===== config.mk =====
export PLATFORM = sky130hd
export DESIGN_NAME = mc_ctrl_flat
export DESIGN_NICKNAME = d
export VERILOG_FILES = /design/src/rtl/mc_ctrl_pkg.sv /design/src/rtl/mc_ctrl_if.sv /design/src/rtl/mc_ctrl_dec.sv /design/src/rtl/mc_ctrl.sv /design/src/flat_wrapper.sv
export SDC_FILE = /design/constraint.sdc
export NUM_CORES = 1
export LEC_CHECK = 0
export CAP_MARGIN = 20
export CORE_UTILIZATION = 25
export DETAILED_ROUTE_END_ITERATION = 16
export GPL_ROUTABILITY_DRIVEN = 1
export PLACE_DENSITY = 0.43
export SETUP_SLACK_MARGIN = 0.02
export SLEW_MARGIN = 20
export SYNTH_ARGS = -nofsm -noshare
export SYNTH_HDL_FRONTEND = slang
export SYNTH_HIERARCHICAL = 1
export SYNTH_SLANG_ARGS = --single-unit

===== constraint.sdc =====
create_clock -name clk -period 4 [get_ports clk]
set_input_delay 0.6 -clock clk [delete_from_list [all_inputs] [get_ports clk]]
set_output_delay 0.6 -clock clk [all_outputs]
set_load 0.01 [all_outputs]

===== src/rtl/mc_ctrl_pkg.sv =====
// rtl/mc_ctrl_pkg.sv - shared encodings, control bundle and per-state control lookup for mc_ctrl
package mc_ctrl_pkg;

  typedef enum logic [2:0] {
    S_IDLE   = 3'd0,
    S_FETCH  = 3'd1,
    S_DECODE = 3'd2,
    S_EXEC   = 3'd3,
    S_MEM    = 3'd4,
    S_WB     = 3'd5,
    S_HALT   = 3'd6
  } state_t;

  localparam logic [5:0] OP_RTYPE = 6'h00;
  localparam logic [5:0] OP_J     = 6'h02;
  localparam logic [5:0] OP_JAL   = 6'h03;
  localparam logic [5:0] OP_BEQ   = 6'h04;
  localparam logic [5:0] OP_ORI   = 6'h0D;
  localparam logic [5:0] OP_LUI   = 6'h0F;
  localparam logic [5:0] OP_LW    = 6'h23;
  localparam logic [5:0] OP_SW    = 6'h2B;

  localparam logic [5:0] FN_SLL  = 6'h00;
  localparam logic [5:0] FN_JR   = 6'h08;
  localparam logic [5:0] FN_ADDU = 6'h21;
  localparam logic [5:0] FN_SUBU = 6'h23;

  localparam logic [2:0] ALU_ADD   = 3'd0;
  localparam logic [2:0] ALU_SUB   = 3'd1;
  localparam logic [2:0] ALU_OR    = 3'd3;
  localparam logic [2:0] ALU_SHIFT = 3'd6;

  localparam logic [1:0] PC_PLUS4  = 2'd0;
  localparam logic [1:0] PC_BRANCH = 2'd1;
  localparam logic [1:0] PC_JUMP   = 2'd2;
  localparam logic [1:0] PC_RS     = 2'd3;

  localparam logic [1:0] DST_RT = 2'd0;
  localparam logic [1:0] DST_RD = 2'd1;
  localparam logic [1:0] DST_RA = 2'd2;

  localparam logic [1:0] WD_ALU  = 2'd0;
  localparam logic [1:0] WD_MEM  = 2'd1;
  localparam logic [1:0] WD_LINK = 2'd2;

  typedef enum logic [3:0] {
    CLS_NOP, CLS_ADDU, CLS_SUBU, CLS_SLL, CLS_JR, CLS_ORI,
    CLS_LUI, CLS_LW, CLS_SW, CLS_BEQ, CLS_J, CLS_JAL
  } cls_t;

  // pc/ir enables are split into arm bits that get qualified by mem_ready or zero downstream
  typedef struct packed {
    logic       mem_req;
    logic       mem_we;
    logic       iord;
    logic       ir_we_rdy;
    logic       pc_we_u;
    logic       pc_we_rdy;
    logic       pc_we_z;
    logic [1:0] pc_src;
    logic       reg_we;
    logic [1:0] reg_dst;
    logic [1:0] wd_sel;
    logic       alu_src_b;
    logic       ext_op;
    logic [2:0] alu_op;
  } ctl_t;

  function automatic state_t exec_next(cls_t c);
    case (c)
      CLS_LW, CLS_SW:                                 return S_MEM;
      CLS_ADDU, CLS_SUBU, CLS_SLL, CLS_ORI, CLS_LUI:  return S_WB;
      default:                                        return S_FETCH;
    endcase
  endfunction

  function automatic ctl_t state_ctl(state_t s, cls_t c);
    ctl_t k;
    k = '0;
    case (s)
      S_FETCH: begin
        k.mem_req   = 1'b1;
        k.ir_we_rdy = 1'b1;
        k.pc_we_rdy = 1'b1;
        k.pc_src    = PC_PLUS4;
      end
      S_EXEC: begin
        case (c)
          CLS_ADDU: k.alu_op = ALU_ADD;
          CLS_SUBU: k.alu_op = ALU_SUB;
          CLS_SLL:  k.alu_op = ALU_SHIFT;
          CLS_ORI:  begin k.alu_src_b = 1'b1; k.alu_op = ALU_OR;    end
          CLS_LUI:  begin k.alu_src_b = 1'b1; k.alu_op = ALU_SHIFT; end
          CLS_LW, CLS_SW: begin
            k.alu_src_b = 1'b1;
            k.ext_op    = 1'b1;
            k.alu_op    = ALU_ADD;
          end
          CLS_BEQ: begin
            k.alu_op  = ALU_SUB;
            k.ext_op  = 1'b1;
            k.pc_we_z = 1'b1;
            k.pc_src  = PC_BRANCH;
          end
          CLS_J:   begin k.pc_we_u = 1'b1; k.pc_src = PC_JUMP; end
          CLS_JAL: begin
            k.pc_we_u = 1'b1;
            k.pc_src  = PC_JUMP;
            k.reg_we  = 1'b1;
            k.reg_dst = DST_RA;
            k.wd_sel  = WD_LINK;
          end
          CLS_JR:  begin k.pc_we_u = 1'b1; k.pc_src = PC_RS; end
          default: k = '0;
        endcase
      end
      S_MEM: begin
        k.mem_req = 1'b1;
        k.iord    = 1'b1;
        k.mem_we  = (c == CLS_SW);
      end
      S_WB: begin
        k.reg_we  = 1'b1;
        k.reg_dst = (c == CLS_ADDU || c == CLS_SUBU || c == CLS_SLL) ? DST_RD : DST_RT;
        k.wd_sel  = (c == CLS_LW) ? WD_MEM : WD_ALU;
      end
      default: k = '0;
    endcase
    return k;
  endfunction

endpackage


===== src/rtl/mc_ctrl_if.sv =====
// rtl/mc_ctrl_if.sv - shared instruction/data memory port handshake between mc_ctrl and memory
interface mc_ctrl_if;
  logic mem_req;
  logic mem_we;
  logic iord;
  logic mem_ready;

  modport master (output mem_req, output mem_we, output iord, input mem_ready);
  modport slave  (input mem_req, input mem_we, input iord, output mem_ready);
endinterface


===== src/rtl/mc_ctrl_dec.sv =====
// rtl/mc_ctrl_dec.sv - combinational op/funct to instruction class and illegal flag
module mc_ctrl_dec
  import mc_ctrl_pkg::*;
(
  input  logic [5:0] op,
  input  logic [5:0] funct,
  output cls_t       cls,
  output logic       illegal
);

  always_comb begin
    cls     = CLS_NOP;
    illegal = 1'b0;
    case (op)
      OP_RTYPE: begin
        case (funct)
          FN_ADDU: cls = CLS_ADDU;
          FN_SUBU: cls = CLS_SUBU;
          FN_SLL:  cls = CLS_SLL;
          FN_JR:   cls = CLS_JR;
          default: illegal = 1'b1;
        endcase
      end
      OP_ORI:  cls = CLS_ORI;
      OP_LUI:  cls = CLS_LUI;
      OP_LW:   cls = CLS_LW;
      OP_SW:   cls = CLS_SW;
      OP_BEQ:  cls = CLS_BEQ;
      OP_J:    cls = CLS_J;
      OP_JAL:  cls = CLS_JAL;
      default: illegal = 1'b1;
    endcase
  end

endmodule


===== src/rtl/mc_ctrl.sv =====
// rtl/mc_ctrl.sv - multi-cycle MIPS-subset control FSM; MC_CTRL_ILLEGAL_TRAP_EN makes illegal ops halt with err
module mc_ctrl
  import mc_ctrl_pkg::*;
#(
  parameter int ALUOP_W     = 4,
  parameter int MEM_TIMEOUT = 0
) (
  input  logic               clk,
  input  logic               rst_n,
  mc_ctrl_if.master          mem,
  input  logic [5:0]         op,
  input  logic [5:0]         funct,
  input  logic               zero,
  output logic               ir_we,
  output logic               pc_we,
  output logic [1:0]         pc_src,
  output logic               reg_we,
  output logic [1:0]         reg_dst,
  output logic [1:0]         wd_sel,
  output logic               alu_src_b,
  output logic               ext_op,
  output logic [ALUOP_W-1:0] alu_op,
  output logic               err,
  output logic [2:0]         state_o
);

  localparam int CNT_W = (MEM_TIMEOUT > 1) ? $clog2(MEM_TIMEOUT) : 1;

  state_t           state;
  cls_t             cls_q;
  ctl_t             ctl_q;
  logic [CNT_W-1:0] cnt;
  cls_t             dec_cls;
  logic             dec_illegal;
  logic             timeout;

  mc_ctrl_dec u_dec (
    .op      (op),
    .funct   (funct),
    .cls     (dec_cls),
    .illegal (dec_illegal)
  );

  assign timeout = (MEM_TIMEOUT > 0) && !mem.mem_ready && (cnt == CNT_W'(MEM_TIMEOUT - 1));

  // ctl_q is always loaded with the controls of the state being entered
  always_ff @(posedge clk or negedge rst_n) begin
    if (!rst_n) begin
      state <= S_IDLE;
      cls_q <= CLS_NOP;
      ctl_q <= '0;
      cnt   <= '0;
      err   <= 1'b0;
    end else begin
      case (state)
        S_IDLE: begin
          state <= S_FETCH;
          ctl_q <= state_ctl(S_FETCH, cls_q);
        end
        S_FETCH, S_MEM: begin
          if (mem.mem_ready) begin
            cnt <= '0;
            if (state == S_FETCH) begin
              state <= S_DECODE;
              ctl_q <= '0;
            end else if (cls_q == CLS_LW) begin
              state <= S_WB;
              ctl_q <= state_ctl(S_WB, cls_q);
            end else begin
              state <= S_FETCH;
              ctl_q <= state_ctl(S_FETCH, cls_q);
            end
          end else if (timeout) begin
            state <= S_HALT;
            ctl_q <= '0;
            cnt   <= '0;
            err   <= 1'b1;
          end else begin
            cnt <= cnt + 1'b1;
          end
        end
        S_DECODE: begin
          cls_q <= dec_cls;
          if (dec_illegal) begin
`ifdef MC_CTRL_ILLEGAL_TRAP_EN
            state <= S_HALT;
            ctl_q <= '0;
            err   <= 1'b1;
`else
            state <= S_FETCH;
            ctl_q <= state_ctl(S_FETCH, dec_cls);
`endif
          end else begin
            state <= S_EXEC;
            ctl_q <= state_ctl(S_EXEC, dec_cls);
          end
        end
        S_EXEC: begin
          state <= exec_next(cls_q);
          ctl_q <= state_ctl(exec_next(cls_q), cls_q);
        end
        S_WB: begin
          state <= S_FETCH;
          ctl_q <= state_ctl(S_FETCH, cls_q);
        end
        default: begin
          state <= S_HALT;
          ctl_q <= '0;
        end
      endcase
    end
  end

  assign mem.mem_req = ctl_q.mem_req;
  assign mem.mem_we  = ctl_q.mem_we;
  assign mem.iord    = ctl_q.iord;
  assign ir_we       = ctl_q.ir_we_rdy & mem.mem_ready;
  assign pc_we       = ctl_q.pc_we_u | (ctl_q.pc_we_rdy & mem.mem_ready) | (ctl_q.pc_we_z & zero);
  // an untaken branch presents the sequential select rather than the branch target
  assign pc_src      = (ctl_q.pc_we_z && !zero) ? PC_PLUS4 : ctl_q.pc_src;
  assign reg_we      = ctl_q.reg_we;
  assign reg_dst     = ctl_q.reg_dst;
  assign wd_sel      = ctl_q.wd_sel;
  assign alu_src_b   = ctl_q.alu_src_b;
  assign ext_op      = ctl_q.ext_op;
  assign alu_op      = ALUOP_W'(ctl_q.alu_op);
  assign state_o     = state;

endmodule

===== src/flat_wrapper.sv =====
// flat-port wrapper written by rule: the top's interface ports become plain ports
module mc_ctrl_flat import mc_ctrl_pkg::*;
#(
  parameter int ALUOP_W     = 4,
  parameter int MEM_TIMEOUT = 0
)
  (clk, rst_n, op, funct, zero, ir_we, pc_we, pc_src, reg_we, reg_dst, wd_sel, alu_src_b, ext_op, alu_op, err, state_o, mem_mem_req, mem_mem_we, mem_iord, mem_mem_ready);
  mc_ctrl_if mem_i ();
  input  logic clk;
  input  logic rst_n;
  input  logic [5:0] op;
  input  logic [5:0] funct;
  input  logic zero;
  output logic ir_we;
  output logic pc_we;
  output logic [1:0] pc_src;
  output logic reg_we;
  output logic [1:0] reg_dst;
  output logic [1:0] wd_sel;
  output logic alu_src_b;
  output logic ext_op;
  output logic [ALUOP_W-1:0] alu_op;
  output logic err;
  output logic [2:0] state_o;
  output wire logic [$bits(mem_i.mem_req)-1:0] mem_mem_req;
  output wire logic [$bits(mem_i.mem_we)-1:0] mem_mem_we;
  output wire logic [$bits(mem_i.iord)-1:0] mem_iord;
  input wire logic [$bits(mem_i.mem_ready)-1:0] mem_mem_ready;
  assign mem_mem_req = mem_i.mem_req;
  assign mem_mem_we = mem_i.mem_we;
  assign mem_iord = mem_i.iord;
  assign mem_i.mem_ready = mem_mem_ready;
  mc_ctrl #(.ALUOP_W(ALUOP_W), .MEM_TIMEOUT(MEM_TIMEOUT)) u_core (.clk(clk), .rst_n(rst_n), .mem(mem_i), .op(op), .funct(funct), .zero(zero), .ir_we(ir_we), .pc_we(pc_we), .pc_src(pc_src), .reg_we(reg_we), .reg_dst(reg_dst), .wd_sel(wd_sel), .alu_src_b(alu_src_b), .ext_op(ext_op), .alu_op(alu_op), .err(err), .state_o(state_o));
endmodule

[Word level (Yosys, flattened, before mapping)]
Index checks and enable logic that the tools add are counted.
Word-level totals
  word-level logic and storage cells: 129
  input port bits: 16
  register bits after elaboration: 26
  output and inout port bits: 22
Cells by class
  bitwise gates (word level): 5
  equal/unequal tests: 41
  reduce and logical (&&, ||, !) cells: 26
  muxes and demuxes: 41
Operators by type and width (number)
  19-bit 2-to-1 mux: 4
  19-bit case mux with 4 select lines: 1
  4-bit by 3-bit == test with 1-bit output, second input constant: 8
  4-bit == test, second input constant: 8
  4-bit case mux with 8 select lines: 1
  6-bit == test, second input constant: 4
  3-bit case mux with 4 select lines: 2
  2-bit OR reduction: 10
  6-bit by 4-bit == test with 1-bit output, second input constant: 3
  3-bit case mux with 3 select lines: 2
  4-bit by 2-bit == test with 1-bit output, second input constant: 4
  1-bit 2-to-1 mux: 15
  5-bit 2-to-1 mux: 3
  3-bit == test, second input constant: 4
  6-bit by 2-bit == test with 1-bit output, second input constant: 2
  6-bit logical NOT: 2
  3-bit 2-to-1 mux: 4
  2-bit case mux with 3 select lines: 2
  3-bit OR reduction: 4
  4-bit OR reduction: 3
  5-bit case mux with 2 select lines: 1
  3-bit by 2-bit == test with 1-bit output, second input constant: 3
  2-bit 2-to-1 mux: 4
  7-bit OR reduction: 1
  other kinds (13): 18

[Logic depth before layout (Yosys ltp)]
Gate-level depths: netlist (run 1).
  word-level depth: 8
  mapped depth: 9
  mapped depth without buffers: 8

[Hierarchy]
The synthesis (run 1) kept the hierarchy.
Modules (own cells, without submodules)
  mc_ctrl: sequential area each 600.6 um^2, instances 1, area each 1398.8 um^2, cells each 144
  mc_ctrl_dec: sequential area each 0.0 um^2, instances 1, area each 266.5 um^2, cells each 32

[Worst setup path before layout (run 1)]
Ideal clock, no wire load.
  kind: input port to flip-flop
  from: input port op[0]
  to: register u_core.ctl_q (netlist bit u_core/alu_op[0])
  path slack: 1.683 ns
  path buffers: 1
  data arrival time: 2.251 ns
  required time: 3.935 ns
  stages: 9
  setup time: 0.065 ns
  cell sequence: or3_4 -> nand3b_4 -> nor4_4 -> o2bb2ai_1 -> clkbuf_1 -> nor2b_1 -> mux2i_1 -> o21ai_0 -> a22o_1
On the way
  cells in the longest elaborated chain, start to end: 7
  elaborated cells between the ends (all ways): 21
  classes of those cells: eq/ne (12); mux (5); reduce/logical (4)
Ends and longest elaborated chain
  start, declared: RTL line flat_wrapper.sv:11  | input logic [5:0] op;
  6-bit by 2-bit == test with 1-bit output, or another cell as far along: RTL line mc_ctrl_dec.sv:14  | case (op)
  4-bit case mux with 8 select lines *: RTL line mc_ctrl_dec.sv:14
  via u_core.dec_cls[0]: RTL line mc_ctrl.sv:33  | cls_t dec_cls;
  4-bit by 2-bit == test with 1-bit output, or another cell as far along: RTL line mc_ctrl_pkg.sv:88  | case (c)
  2-bit OR reduction (no source line)
  3-bit case mux with 3 select lines *: RTL line mc_ctrl_pkg.sv:88
  19-bit 2-to-1 mux *: RTL line mc_ctrl.sv:84  | if (dec_illegal) begin
  19-bit case mux with 4 select lines *: RTL line mc_ctrl.sv:55  | case (state)
  end signal, assigned: RTL line mc_ctrl.sv:58  | ctl_q <= state_ctl(S_FETCH, cls_q);
  end signal, assigned: RTL line mc_ctrl.sv:91  | ctl_q <= state_ctl(S_FETCH, dec_cls);
  end signal, assigned: RTL line mc_ctrl.sv:95  | ctl_q <= state_ctl(S_EXEC, dec_cls);
  end, declared: RTL line mc_ctrl.sv:31  | ctl_t ctl_q;
The timed path passes the listed nets; every way through them passes the cells marked *.
A chain may end at the register's enable or synchronous reset.

[Worst setup path after layout (run 1)]
  from: input port mem_mem_ready
  to: output port pc_we
On the way
  cells in the longest elaborated chain, start to end: 3
Ends and longest elaborated chain
  start, declared: RTL line flat_wrapper.sv:28  | input wire logic [$bits(mem_i.mem_ready)-1:0] mem_mem_ready;
  1-bit bitwise AND: RTL line mc_ctrl.sv:118  | assign pc_we = ctl_q.pc_we_u | (ctl_q.pc_we_rdy & mem.mem_ready) | (ctl_q.pc_we_z & zero);
  1-bit OR (2 in a row): RTL line mc_ctrl.sv:118
  end, declared: RTL line flat_wrapper.sv:15  | output logic pc_we;
Every way passes these cells.

==> results.sh, run 1 <==
export IMPL_yosys_area_top_type="dfrtp_1"
export IMPL_worst_pin_slew_ns=0.643
export IMPL_grt_max_degree=25
export IMPL_drt_iter0_drc=85
export IMPL_antenna_left=0
export IMPL_wire_per_inst_um=13.7
export IMPL_final_setup_tns_ns=0
export IMPL_synth_cell_type_count=58
export IMPL_end_kind="output pin"
export IMPL_switchingPower_mw=0.332
export IMPL_combPwrFrac_pct=41.9
export IMPL_viasPerCell=5.01
export IMPL_ctsResizeCount=0
export IMPL_cts_inserted_buffers=3
export IMPL_placed_cell_area_um2=2000
export IMPL_grt_pass1_wl_um=6600
export IMPL_synth_seq_area_share_pct=36.1
export IMPL_cp_arrival_ns=2.26
export IMPL_drc=0
export IMPL_hp_class="in2async"
export IMPL_clkTransAtPathRegs_ns=0.08
export IMPL_yosysMostFrequentCell="dfrtp_1"
export IMPL_cts_max_level=1
export IMPL_worstSetupPathType="in2out"
export IMPL_fin_skew_ns=0.00223
export IMPL_report_final_setup_viol=0
export IMPL_synth_edff_count=0
export IMPL_wl_um=3770
export IMPL_max_slew_margin_pct=57.0
export IMPL_worstPathCellList="clkdlybuf4s50_1 > and2_1 > a211o_1 > clkdlybuf4s50_1"
export IMPL_period_share_pct=71.4
export IMPL_worstPathMaxFanout=12
export IMPL_avgSynthCellArea_um2=9.46
export IMPL_synth_top_area_share_pct=36.1
export IMPL_pwr_share_seq_pct=42.2
export IMPL_slowest_stage="clkdlybuf4s50_1"
export IMPL_p_clk_share_pct=15.9
export IMPL_antenna_cells=0
export IMPL_clock_sinks=24
export IMPL_overflow=0
export IMPL_die_w_um=83.6
export IMPL_rsz0062_at_grt="no"
export IMPL_status="complete, no violations"
export IMPL_slew_violations=0
export IMPL_synthArstFlopShare_pct=100
export IMPL_num_vias=1378
export IMPL_syn_inst=176
export IMPL_p_int_mw=0.545
export IMPL_cts_root_buf="clkbuf_8"
export IMPL_drv_cap=0
export IMPL_start_kind="primary input"
export IMPL_synthTopCellsByArea="dfrtp_1 (36%), buf_4 (5.0%), o21ai_0 (4.2%)"
export IMPL_cts_tree="built"
export IMPL_grt_pass1_vias=1337
export IMPL_fp_dieH_um=83.6
export IMPL_row_count=29
export IMPL_synth_flop_cell="dfrtp_1"
export IMPL_die_area_um2=6990
export IMPL_period_needed_ns=2.86
export IMPL_ir_drop_uv=153
export IMPL_clock_fmax_mhz=350
export IMPL_antenna_found_initial=0
export IMPL_initial_core_util_pct=26.1
export IMPL_max_stage_delay_ns=0.78
export IMPL_cts_setup_buffers=0
export IMPL_yosys_top_cells_count="dfrtp_1 (24), nand2_1 (14), o21ai_0 (14)"
export IMPL_hold_buffers=0
export IMPL_yosysWarnings=6
export IMPL_synth_seq_cells=24
export IMPL_grt_util_all_layers_pct=11.4
export IMPL_dp_hpwl_um=2900
export IMPL_portBuffers=35
export IMPL_power_density_nw_per_um2=429
export IMPL_ioPinCount=38
export IMPL_gp_congestion=0.781
export IMPL_fin_area_um2=2040
export IMPL_layout_drive_gt1_share_pct=15.2
export IMPL_worstSkewPairLatency_ns=0.26
export IMPL_crit_top_cell="clkdlybuf4s50_1"
export IMPL_firstDrtPassIters=4
export IMPL_core_area_um2=6390
export IMPL_cts_max_path_buffers=2
export IMPL_leakage_nw=0.868
export IMPL_sw_frac_of_total_pct=37.9
export IMPL_hold_viol_final=0
export IMPL_required_ns=3.40
export IMPL_syn2layout_area_growth_pct=22.8
export IMPL_final_nets=216
export IMPL_synth_area_um2=1670
## sequential cells by signal, summed over array words and instances, names as in the netlist
signal and cells:
u_core/mem.mem_req 1, u_core/alu_src_b 1, u_core/alu_op 3, u_core/state_o 3
u_core/ctl_q 5, u_core/cls_q 4, u_core/mem.mem_we 1, u_core/reg_we 1
u_core/ext_op 1, u_core/wd_sel 1, u_core/mem.iord 1, u_core/reg_dst 2
## worst max-delay path: cells and delay by family
family,cells,cell delay [ns]
compound gates,1,0.11
buf+inv,2,1.30
simple gates,1,0.25
## path summary, 6_finish.rpt
kind	startpoint	endpoint	slack, ns	cells past startpoint
setup / recovery	mem_mem_ready	pc_we	1.14	4
hold / removal	rst_n	u_core/ctl_q[15]	0.32	1
setup reg to reg	u_core/state_o[2]	u_core/reg_we	2.18	3
hold reg to reg	u_core/ctl_q[11]	u_core/ctl_q[11]	0.47	1
max in group asynchronous	rst_n	u_core/ctl_q[14]	3.32	1
min in group clk	u_core/ctl_q[11]	u_core/ctl_q[11]	0.47	1
## layer usage
layer	vias up	global-route usage [%]	wire length [um]	part of all wire [%]
met2	35	18.8	1750	46
met3	2	1.09	135	3.6
li1	673	-	-	-
met5	-	0	0	0
met4	0	3.70	37	0.98
met1	668	15.8	1840	49
## power by group through the flow
stage	clock network [mW]	logic, mW	registers, mW
final	0.139	0.367	0.370
after global routing	0.158	0.405	0.382
after CTS	0.149	0.369	0.369
after detailed placement	0	0.368	0.374
after global placement	0	0.370	0.371
after floorplan	0	0.273	0.342
## kinds of logic (layout without fill, tap and decap cells)
| kind of cell | after synthesis | count (layout) | share of synthesized area [%] |
|---|---|---|---|
| DFF | 24 | 24 | 36.1 |
| xor gates and xnor gates | 1 | 1 | 0.526 |
| muxes | 7 | 7 | 4.58 |
| adders and majority gates | 2 | 2 | 1.20 |
| AOI/OAI and AO/OA | 53 | 53 | 23.4 |
| and+or+nand+nor | 64 | 64 | 26.0 |
| other | 1 | 2 | 0.225 |
| buffers and inverters | 24 | 45 | 8.04 |
## cell type report
type / instances / area, um2
fill: 662 / 4340
inverter: 7 / 26.3
timing repair buffer: 35 / 345
tap: 77 / 96.3
multi-input combinational: 129 / 935
sequential: 24 / 601
clock buffer: 3 / 41.3
## stage by stage
step | hold WS [ns] | power (mW) | std cells | util, % | setup WS (ns)
2_1_floorplan | 0.304 | 0.615 | 177 | - | 1.68
5_1_grt | 0.358 | 0.946 | 275 | 32.0 | 1.01
3_5_place_dp | 0.458 | 0.742 | 272 | 31.4 | 0.994
3_3_place_gp | 0.454 | 0.740 | 272 | 31.4 | 1.06
6_report | 0.317 | 0.877 | 275 | 32.0 | 1.14
4_1_cts | 0.335 | 0.887 | 275 | 32.0 | 1.10
## placed cells by master, fill, tap and decap left out, drive strengths merged, types with 3 or more instances in the layout
cell           netlist  layout
a21o                 5       5
a21oi                5       5
a22o                 5       5
a31oi                3       3
and2                 4       4
clkbuf               4       3
clkdlybuf4s50        0      34
dfrtp               24      24
inv                  7       7
mux2                 5       5
nand2               15      15
nand2b               5       5
nand3                4       4
nor2                13      13
nor2b                5       5
nor3b                4       4
o21ai               14      14
o31ai                3       3
or2                  3       3
No activity file was read; power rests on OpenSTA's default activity.
==> inputs of run 2 (changes only) <==
Clock period 4 ns to 2.9 ns, I/O delays scaled along.
==> run 2 against run 1 <==
Net effect:
- combinational power increased by 41%
- clock power rose by 41%
- first-iteration DRC count is 11% lower
- final cell count rose by 1.1%
- largest cell class unchanged
- die area unchanged
- global-route usage about the same
- largest power group is now combinational cells
- non-clock buffer count increased by 3
==> results.sh, run 2 (synthesis results as in run 1) <==
export IMPL_status="complete, no violations"
export IMPL_final_setup_tns_ns=0
export IMPL_cpLargestDelayFamily="simple AND/OR/NAND/NOR gates"
export IMPL_path_buf_inv=1
export IMPL_dp_cells=275
export IMPL_grt_util_all_layers_pct=11.4
export IMPL_max_stage_delay_ns=0.49
export IMPL_rrSetupSlack_ns=1.09
export IMPL_antenna_found_initial=0
export IMPL_combPwrFrac_pct=42.2
export IMPL_grt_max_degree=25
export IMPL_worstSetupPathType="in2reg"
export IMPL_core_area_um2=6390
export IMPL_fp_dieH_um=83.6
export IMPL_reg_top3="u_core/ctl_q: 5 flops, u_core/cls_q: 4 flops"
export IMPL_hold_path_end="u_core/ctl_q[11]"
export IMPL_antenna_left=0
export IMPL_end_kind="flip-flop"
export IMPL_worst_pin_slew_ns=0.613
export IMPL_hp_class="reg2reg"
export IMPL_slew_violations=0
export IMPL_pwr_share_seq_pct=41.8
export IMPL_die_w_um=83.6
export IMPL_rsz0062_at_grt="no"
export IMPL_max_slew_margin_pct=59.0
export IMPL_viasPerCell=4.97
export IMPL_sw_frac_of_total_pct=38.4
export IMPL_period_share_pct=87.1
export IMPL_m1WireLength_um=1840
export IMPL_routed_top_layer="met4"
export IMPL_cts_setup_buffers=0
export IMPL_worstPathMaxFanout=5
export IMPL_largest_register="u_core/ctl_q"
export IMPL_cts_max_level=1
export IMPL_required_ns=3.10
export IMPL_power_density_nw_per_um2=591
export IMPL_die_area_um2=6990
export IMPL_report_final_setup_viol=0
export IMPL_final_core_util_pct=32.4
export IMPL_leakage_nw=0.883
export IMPL_final_common_cell="clkdlybuf4s50_1"
export IMPL_clock_sinks=24
export IMPL_hp_start="u_core/ctl_q[11]"
export IMPL_gp_congestion=0.827
export IMPL_firstDrtPassIters=4
export IMPL_fin_cells=278
export IMPL_num_vias=1383
export IMPL_portBuffers=35
export IMPL_cts_root_buf="clkbuf_8"
export IMPL_overflow=0
export IMPL_wl_um=3860
export IMPL_routed_wl_met3_um=131
export IMPL_cts_tree="built"
export IMPL_final_nets=219
export IMPL_clock_fmax_mhz=396
export IMPL_final_cell_mix="clkdlybuf4s50_1 (35), dfrtp_1 (24), nand2_1 (14), o21ai_0 (14), nor2_1 (12)"
export IMPL_wl_met2_um=1860
export IMPL_syn2layout_area_growth_pct=24.4
export IMPL_grt_pass1_wl_um=6550
export IMPL_hold_viol_final=0
export IMPL_worstPathCellList="clkdlybuf4s50_1 > or3_4 > nor3b_2 > a21oi_1 > o2bb2ai_1 > nor2b_1 > mux2i_1 > o21ai_0 > a22o_1"
export IMPL_slowest_stage="clkdlybuf4s50_1"
export IMPL_antenna_cells=0
export IMPL_largest_register_ff_count=5
export IMPL_drc=0
export IMPL_wire_per_inst_um=13.9
export IMPL_worstSkewPairLatency_ns=0.26
export IMPL_cts_max_path_buffers=2
export IMPL_ioPinCount=38
export IMPL_timing_rr_start="u_core/state_o[2]"
export IMPL_clkTransAtPathRegs_ns=0.08
export IMPL_hold_buffers=0
export IMPL_p_int_mw=0.755
export IMPL_whs_path_depth=1
export IMPL_switchingPower_mw=0.470
export IMPL_period_needed_ns=2.53
export IMPL_cp_arrival_ns=2.73
export IMPL_ctsResizeCount=0
export IMPL_worstReg2RegEnd="u_core/reg_we"
export IMPL_fin_skew_ns=0.00177
export IMPL_reg2regPathDepth=3
export IMPL_drv_cap=0
export IMPL_ir_drop_uv=229
export IMPL_layout_drive_gt1_share_pct=15.9
export IMPL_row_count=29
export IMPL_grt_pass1_vias=1342
export IMPL_initial_core_util_pct=26.1
export IMPL_p_clk_share_pct=16.0
export IMPL_start_kind="primary input"
export IMPL_dp_hpwl_um=2960
export IMPL_cts_inserted_buffers=3
export IMPL_drt_iter0_drc=76
-- run 2: cell count changes in the layout (fill, tap and decap cells not counted), sizes merged --
cell / delta
buf: +2
clkdlybuf4s50: +1
-- run 2: worst max path at each step --
stage	start	end	slack, ns	depth (start not counted)
after floorplan	op[0]	u_core/alu_op[0]	0.75	9
after global placement	op[1]	u_core/alu_op[0]	0.16	9
after detailed placement	op[1]	u_core/alu_op[1]	0.11	9
after CTS	op[1]	u_core/alu_op[0]	0.39	9
after global routing	op[1]	u_core/alu_op[0]	0.22	9
final	op[1]	u_core/alu_op[0]	0.37	9
-- run 2: layout make-up --
cell class              count  area (um2)
well taps                  77        96.3
fillers                   687        4310
repair buffers             38         373
multi-input cells         129         935
flip-flops and latches     24         601
inverters                   7        26.3
clock buffers               3        41.3
-- run 2: per-stage QoR --
step / area, um2 / hold WS (ns) / worst slack [ns] / total power, mW
6_report: 2070 / 0.475 / 0.373 / 1.22
5_1_grt: 2070 / 0.507 / 0.220 / 1.31
4_1_cts: 2070 / 0.478 / 0.386 / 1.24
3_5_place_dp: 2030 / 0.458 / 0.109 / 1.04
3_3_place_gp: 2030 / 0.455 / 0.155 / 1.03
2_1_floorplan: 1670 / 0.139 / 0.748 / 0.849
-- run 2: worst register-to-register path: cells and delay by family, from the launching register on --
kind	cells	cell delay [ns]
flip-flops	1	0.56
AO/OA/AOI/OAI	2	0.88
AND/OR/NAND/NOR	1	0.33
-- run 2: power groups by stage --
stage | clock [mW] | sequential, mW | combinational, mW
after floorplan | 0 | 0.472 | 0.377
after CTS | 0.206 | 0.511 | 0.522
after global placement | 0 | 0.514 | 0.518
final | 0.196 | 0.512 | 0.517
after global routing | 0.219 | 0.525 | 0.565
after detailed placement | 0 | 0.517 | 0.519
-- run 2: routing by layer --
layer	track usage (%)	up-vias
met3	1.38	2
met1	15.3	669
met4	3.70	0
li1	-	681
met2	19.1	31
met5	0	-
